$ cat src/rtl/pp_gen_pkg.sv
// Shared types and sizing helpers for the partial product generator.
// Holds the FSM state encoding and the slot counter width function.
package pp_gen_pkg;

    typedef enum logic [1:0] {
        IDLE = 2'd0,
        BUSY = 2'd1,
        DONE = 2'd2
    } pp_state_t;

    // Slot counter width: max(1, clog2(size)).
    function automatic int unsigned cnt_width(input int unsigned size);
        return (size <= 1) ? 1 : $clog2(size);
    endfunction

endpackage

$ cat src/rtl/partial_product_generator.sv
// Sequential partial product generator: one slot per cycle.
// Ports: clk, rst (sync, active-high); in_valid/in_ready accept
// multiplicand (DATA_WIDTH) and multiplier (SIZE); partial_products
// (SIZE*DATA_WIDTH) is presented with out_valid until out_ready.
module partial_product_generator
    import pp_gen_pkg::*;
#(
    parameter int SIZE       = 5,
    parameter int DATA_WIDTH = 4
) (
    input  logic                       clk,
    input  logic                       rst,
    input  logic                       in_valid,
    output logic                       in_ready,
    input  logic [DATA_WIDTH-1:0]      multiplicand,
    input  logic [SIZE-1:0]            multiplier,
    output logic [SIZE*DATA_WIDTH-1:0] partial_products,
    output logic                       out_valid,
    input  logic                       out_ready
);

    localparam int CW = cnt_width(SIZE);

    pp_state_t                 r_state;
    pp_state_t                 w_state_next;
    logic [CW-1:0]             r_cnt;
    logic [DATA_WIDTH-1:0]     r_mcand;
    logic [SIZE-1:0]           r_mplier;
    logic [SIZE*DATA_WIDTH-1:0] r_pp;
    logic [DATA_WIDTH-1:0]     w_slot;
    logic                      w_last;

    // r_mcand holds multiplicand << k (truncated) and r_mplier[0]
    // holds multiplier[k] while slot k is being written.
    assign w_slot = r_mplier[0] ? r_mcand : '0;
    assign w_last = (r_cnt == CW'(SIZE - 1));

    always_comb begin
        w_state_next = r_state;
        unique case (r_state)
            IDLE:    if (in_valid)  w_state_next = BUSY;
            BUSY:    if (w_last)    w_state_next = DONE;
            DONE:    if (out_ready) w_state_next = IDLE;
            default:                w_state_next = IDLE;
        endcase
    end

    always_ff @(posedge clk) begin
        if (rst) begin
            r_state  <= IDLE;
            r_cnt    <= '0;
            r_mcand  <= '0;
            r_mplier <= '0;
            r_pp     <= '0;
        end else begin
            r_state <= w_state_next;
            unique case (r_state)
                IDLE: begin
                    if (in_valid) begin
                        r_mcand  <= multiplicand;
                        r_mplier <= multiplier;
                        r_pp     <= '0;
                        r_cnt    <= '0;
                    end
                end
                BUSY: begin
                    for (int i = 0; i < SIZE; i++) begin
                        if (r_cnt == CW'(i)) begin
                            r_pp[i*DATA_WIDTH +: DATA_WIDTH] <= w_slot;
                        end
                    end
                    r_mcand  <= r_mcand << 1;
                    r_mplier <= r_mplier >> 1;
                    r_cnt    <= r_cnt + CW'(1);
                end
                default: begin
                end
            endcase
        end
    end

    assign in_ready         = (r_state == IDLE);
    assign out_valid        = (r_state == DONE);
    assign partial_products = r_pp;

endmodule

$ cat config.mk
export PLATFORM = sky130hd
export DESIGN_NAME = partial_product_generator
export DESIGN_NICKNAME = d
export VERILOG_FILES = /design/src/rtl/pp_gen_pkg.sv /design/src/rtl/partial_product_generator.sv
export SDC_FILE = /design/constraint.sdc
export NUM_CORES = 1
export LEC_CHECK = 0
export ABC_AREA = 1
export CORE_ASPECT_RATIO = 2
export CORE_MARGIN = 5
export CORE_UTILIZATION = 49
export CTS_CLUSTER_DIAMETER = 200
export DETAILED_ROUTE_END_ITERATION = 8
export GPL_TIMING_DRIVEN = 0
export PLACE_DENSITY = 0.77
export SYNTH_ARGS = -nofsm -noshare
export SYNTH_HDL_FRONTEND = slang
export SYNTH_SLANG_ARGS = --single-unit
export TNS_END_PERCENT = 20
$ cat constraint.sdc
create_clock -name clk -period 1.65 [get_ports clk]
set_input_delay 0.4125 -clock clk [delete_from_list [all_inputs] [get_ports clk]]
set_output_delay 0.4125 -clock clk [all_outputs]
set_load 0.01 [all_outputs]
==> flow_metrics.env <==
export IMPL_r2r_cells=7
export IMPL_start_util_pct=51.1
export IMPL_cap_violations=0
export IMPL_post_route_min_period_ns=1.58
export IMPL_ctsHtreeMaxLevel=2
export IMPL_cpPeakStageDelay_ns=0.54
export IMPL_synth_area_leaders="dfxtp_1 (44%), nand2_1 (19%), nor2_1 (13%), inv_1 (4.1%), ha_1 (4.1%)"
export IMPL_place_hpwl_microns=2540
export IMPL_r2r_setup_slack_ns=0.26
export IMPL_cts_sinks=34
export IMPL_setup_viol=0
export IMPL_ir_worst_vdd_mv=0.751
export IMPL_coreArea_sq_um=3010
export IMPL_fin_cells=301
export IMPL_cp_slowest_cell="clkdlybuf4s50_1"
export IMPL_synthFlopType="dfxtp_1"
export IMPL_grt_pass1_wl_microns=5870
export IMPL_gp_congestion=0.785
export IMPL_synth_compound_area_share_pct=5.36
export IMPL_vias=1473
export IMPL_path_cells="clkdlybuf4s50_1"
export IMPL_layout_drive_gt1_share_pct=10.3
export IMPL_grt_pass1_vias=1397
export IMPL_path_clk_slew_ns=0.06
export IMPL_wirelength_microns=3380
export IMPL_grt_max_degree=11
export IMPL_row_count=28
export IMPL_drc=0
export IMPL_io_pins=35
export IMPL_via_per_inst=4.89
export IMPL_hold_class="register to register"
export IMPL_dp_cells=292
export IMPL_synth_seq_area_share_pct=44.2
export IMPL_syn_inst=228
export IMPL_synth_xor_area_share_pct=0
export IMPL_cp_endpoint="partial_products[18]"
export IMPL_clk_latency_ns=0.28
export IMPL_final_util_pct=67.7
export IMPL_cts_root_buffer="clkbuf_8"
export IMPL_die_h_microns=89.3
export IMPL_yosys_area_share_simple_pct=40.0
export IMPL_cp_max_fo=2
export IMPL_cts_tree="built"
export IMPL_die_x_microns=49.6
export IMPL_critPathLaunchType="register"
export IMPL_synthAdderAreaFrac_pct=4.06
export IMPL_final_antenna_net_count=0
export IMPL_worstSetupEndpointType="output pin"
export IMPL_p_leak_nw=0.983
export IMPL_whs_ns=0.471
export IMPL_ys_ff_latch=34
export IMPL_fin_nets=290
export IMPL_crit_path_start="partial_products[18]$_SDFFE_PP0P_"
export IMPL_grt_usage_pct=16.8
export IMPL_antenna_found_initial=0
export IMPL_synth_avg_cell_area_sq_um=6.76
export IMPL_path_buf_inv=1
export IMPL_crit_type="register to output pin"
export IMPL_critical_path_top_delay_family="buffers and inverters"
export IMPL_power_density_nw_per_um2=934
export IMPL_timing_rr_end="partial_products[15]$_SDFFE_PP0P_"
export IMPL_required_ns=1.24
export IMPL_syn_nets=246
export IMPL_outcome="completed"
export IMPL_rsz0062_at_grt="no"
export IMPL_postCtsHoldBufs=0
export IMPL_synth_top_area_share_pct=44.2
export IMPL_cp_depth=1
export IMPL_crit_arrival_ns=1.17
export IMPL_firstDrtPassIters=4
export IMPL_async_reset_ff_share_pct=0
export IMPL_fin_crit_sh_pct=96.0
export IMPL_muxShareOfSynthArea_pct=0
export IMPL_skew_ns=0.00428
export IMPL_synth_most_common_cell="nand2_1"
export IMPL_hold_viol=0
export IMPL_grt_overflow=0
export IMPL_r2r_start="r_cnt[0]$_SDFFE_PP0P_"
export IMPL_yosys_area_top_type="dfxtp_1"
export IMPL_max_freq_mhz=631
export IMPL_maxSlewHeadroom_pct=77.4
export IMPL_drt_initial_drc_count=38
export IMPL_n_antenna_cell=0
export IMPL_synth_top_family_by_area="simple AND/OR/NAND/NOR gates"
export IMPL_cts_buffers=5
export IMPL_design_area_sq_um=2040
export IMPL_die_area_sq_um=4430
export IMPL_synth_common_cells="nand2_1 (78), nor2_1 (52), dfxtp_1 (34)"
export IMPL_yosysWarnings=0
export IMPL_syn_area_sq_um=1540
export IMPL_syn_to_final_growth_pct=32.5
export IMPL_worstMarginPinSlew_ns=0.338
export IMPL_fin_setup_tns_ns=0
export IMPL_io_buffers=34
export IMPL_place_area_sq_um=1920
export IMPL_slew_viol_final=0
export IMPL_synth_edff_count=0
export IMPL_ys_types=19
export IMPL_wl_per_cell_microns=11.2
export IMPL_clock_path_buffers=2
metal layers:
metal / GRT usage, % / wire length [microns]
met1: 15.8 / 1270
met2: 32.5 / 1850
met3: 4.51 / 174
met4: 7.64 / 91
met5: 0 / 0
tightest hold or removal path: cells and delay by family, from the launching register on:
family	cells	cell delay [ns]
AO/OA/AOI/OAI	1	0.06
flip-flops	1	0.31
AND/OR/NAND/NOR	1	0.06
kinds of logic (layout without fill, tap and decap cells):
kind of cell             after synthesis  count (layout)
AND/OR/NAND/NOR                      151             151
flip-flops                            34              34
buffers and inverters                 23              66
AO/OA/AOI/OAI                         15              15
adder cells (fa/ha/maj)                5               5
sequential cells by signal, summed over array words and instances, names as in the netlist:
name,cells
partial_products,20
r_cnt,3
r_mcand,4
r_mplier,5
r_state,2
worst min path at each step:
stage | start | endpoint | slack (ns) | depth (start not counted)
after floorplan | r_mplier[4]$_SDFFE_PP0P_ | r_mplier[4]$_SDFFE_PP0P_ | 0.44 | 2
after global placement | r_mplier[4]$_SDFFE_PP0P_ | r_mplier[4]$_SDFFE_PP0P_ | 0.45 | 2
after detailed placement | r_mplier[4]$_SDFFE_PP0P_ | r_mplier[4]$_SDFFE_PP0P_ | 0.47 | 2
after CTS | r_mplier[4]$_SDFFE_PP0P_ | r_mplier[4]$_SDFFE_PP0P_ | 0.48 | 2
after global routing | partial_products[1]$_SDFFE_PP0P_ | partial_products[1]$_SDFFE_PP0P_ | 0.50 | 2
final | r_mplier[4]$_SDFFE_PP0P_ | r_mplier[4]$_SDFFE_PP0P_ | 0.47 | 2
stage by stage:
step                setup slack (ns)  power, W
global route                  0.0139   0.00202
floorplan                      0.432   0.00116
CTS                           -0.242   0.00191
detailed placement            -0.188   0.00132
global placement              -0.189   0.00131
finish                        0.0655   0.00191
power breakdown:
group          switching, W  internal [W]  total [W]
clock              0.000274      0.000321   0.000596
sequential        0.0000398      0.000884   0.000924
combinational      0.000201      0.000186   0.000387
cells in the final DEF, fill, tap and decap left out, drive strengths merged:
master | netlist | layout
ha | 5 | 5
clkbuf | 0 | 6
dlygate4sd2 | 0 | 1
o21ai | 7 | 7
clkinvlp | 0 | 1
and2 | 3 | 3
dfxtp | 34 | 34
or2 | 1 | 1
inv | 18 | 18
nor2 | 54 | 54
clkdlybuf4s50 | 0 | 32
nand2 | 83 | 83
dlymetal6s2s | 0 | 1
a21oi | 8 | 8
nand3 | 10 | 10
buf | 4 | 7
layout make-up:
cell class / instances / area [sq um]
fillers: 282 / 972
multi-input cells: 171 / 769
flip-flops and latches: 34 / 686
repair buffers: 37 / 364
clock buffers: 6 / 82.6
inverters: 19 / 75.1
well taps: 30 / 37.5
plain buffers: 4 / 26.3
what timing repair did:
item	in CTS	in global routing
setup buffers	0	3
endpoints found under the setup margin	2	21
gates resized for setup	3	5
cloned	0	0
pin swaps	0	1
No activity file was read; power rests on OpenSTA's default activity.
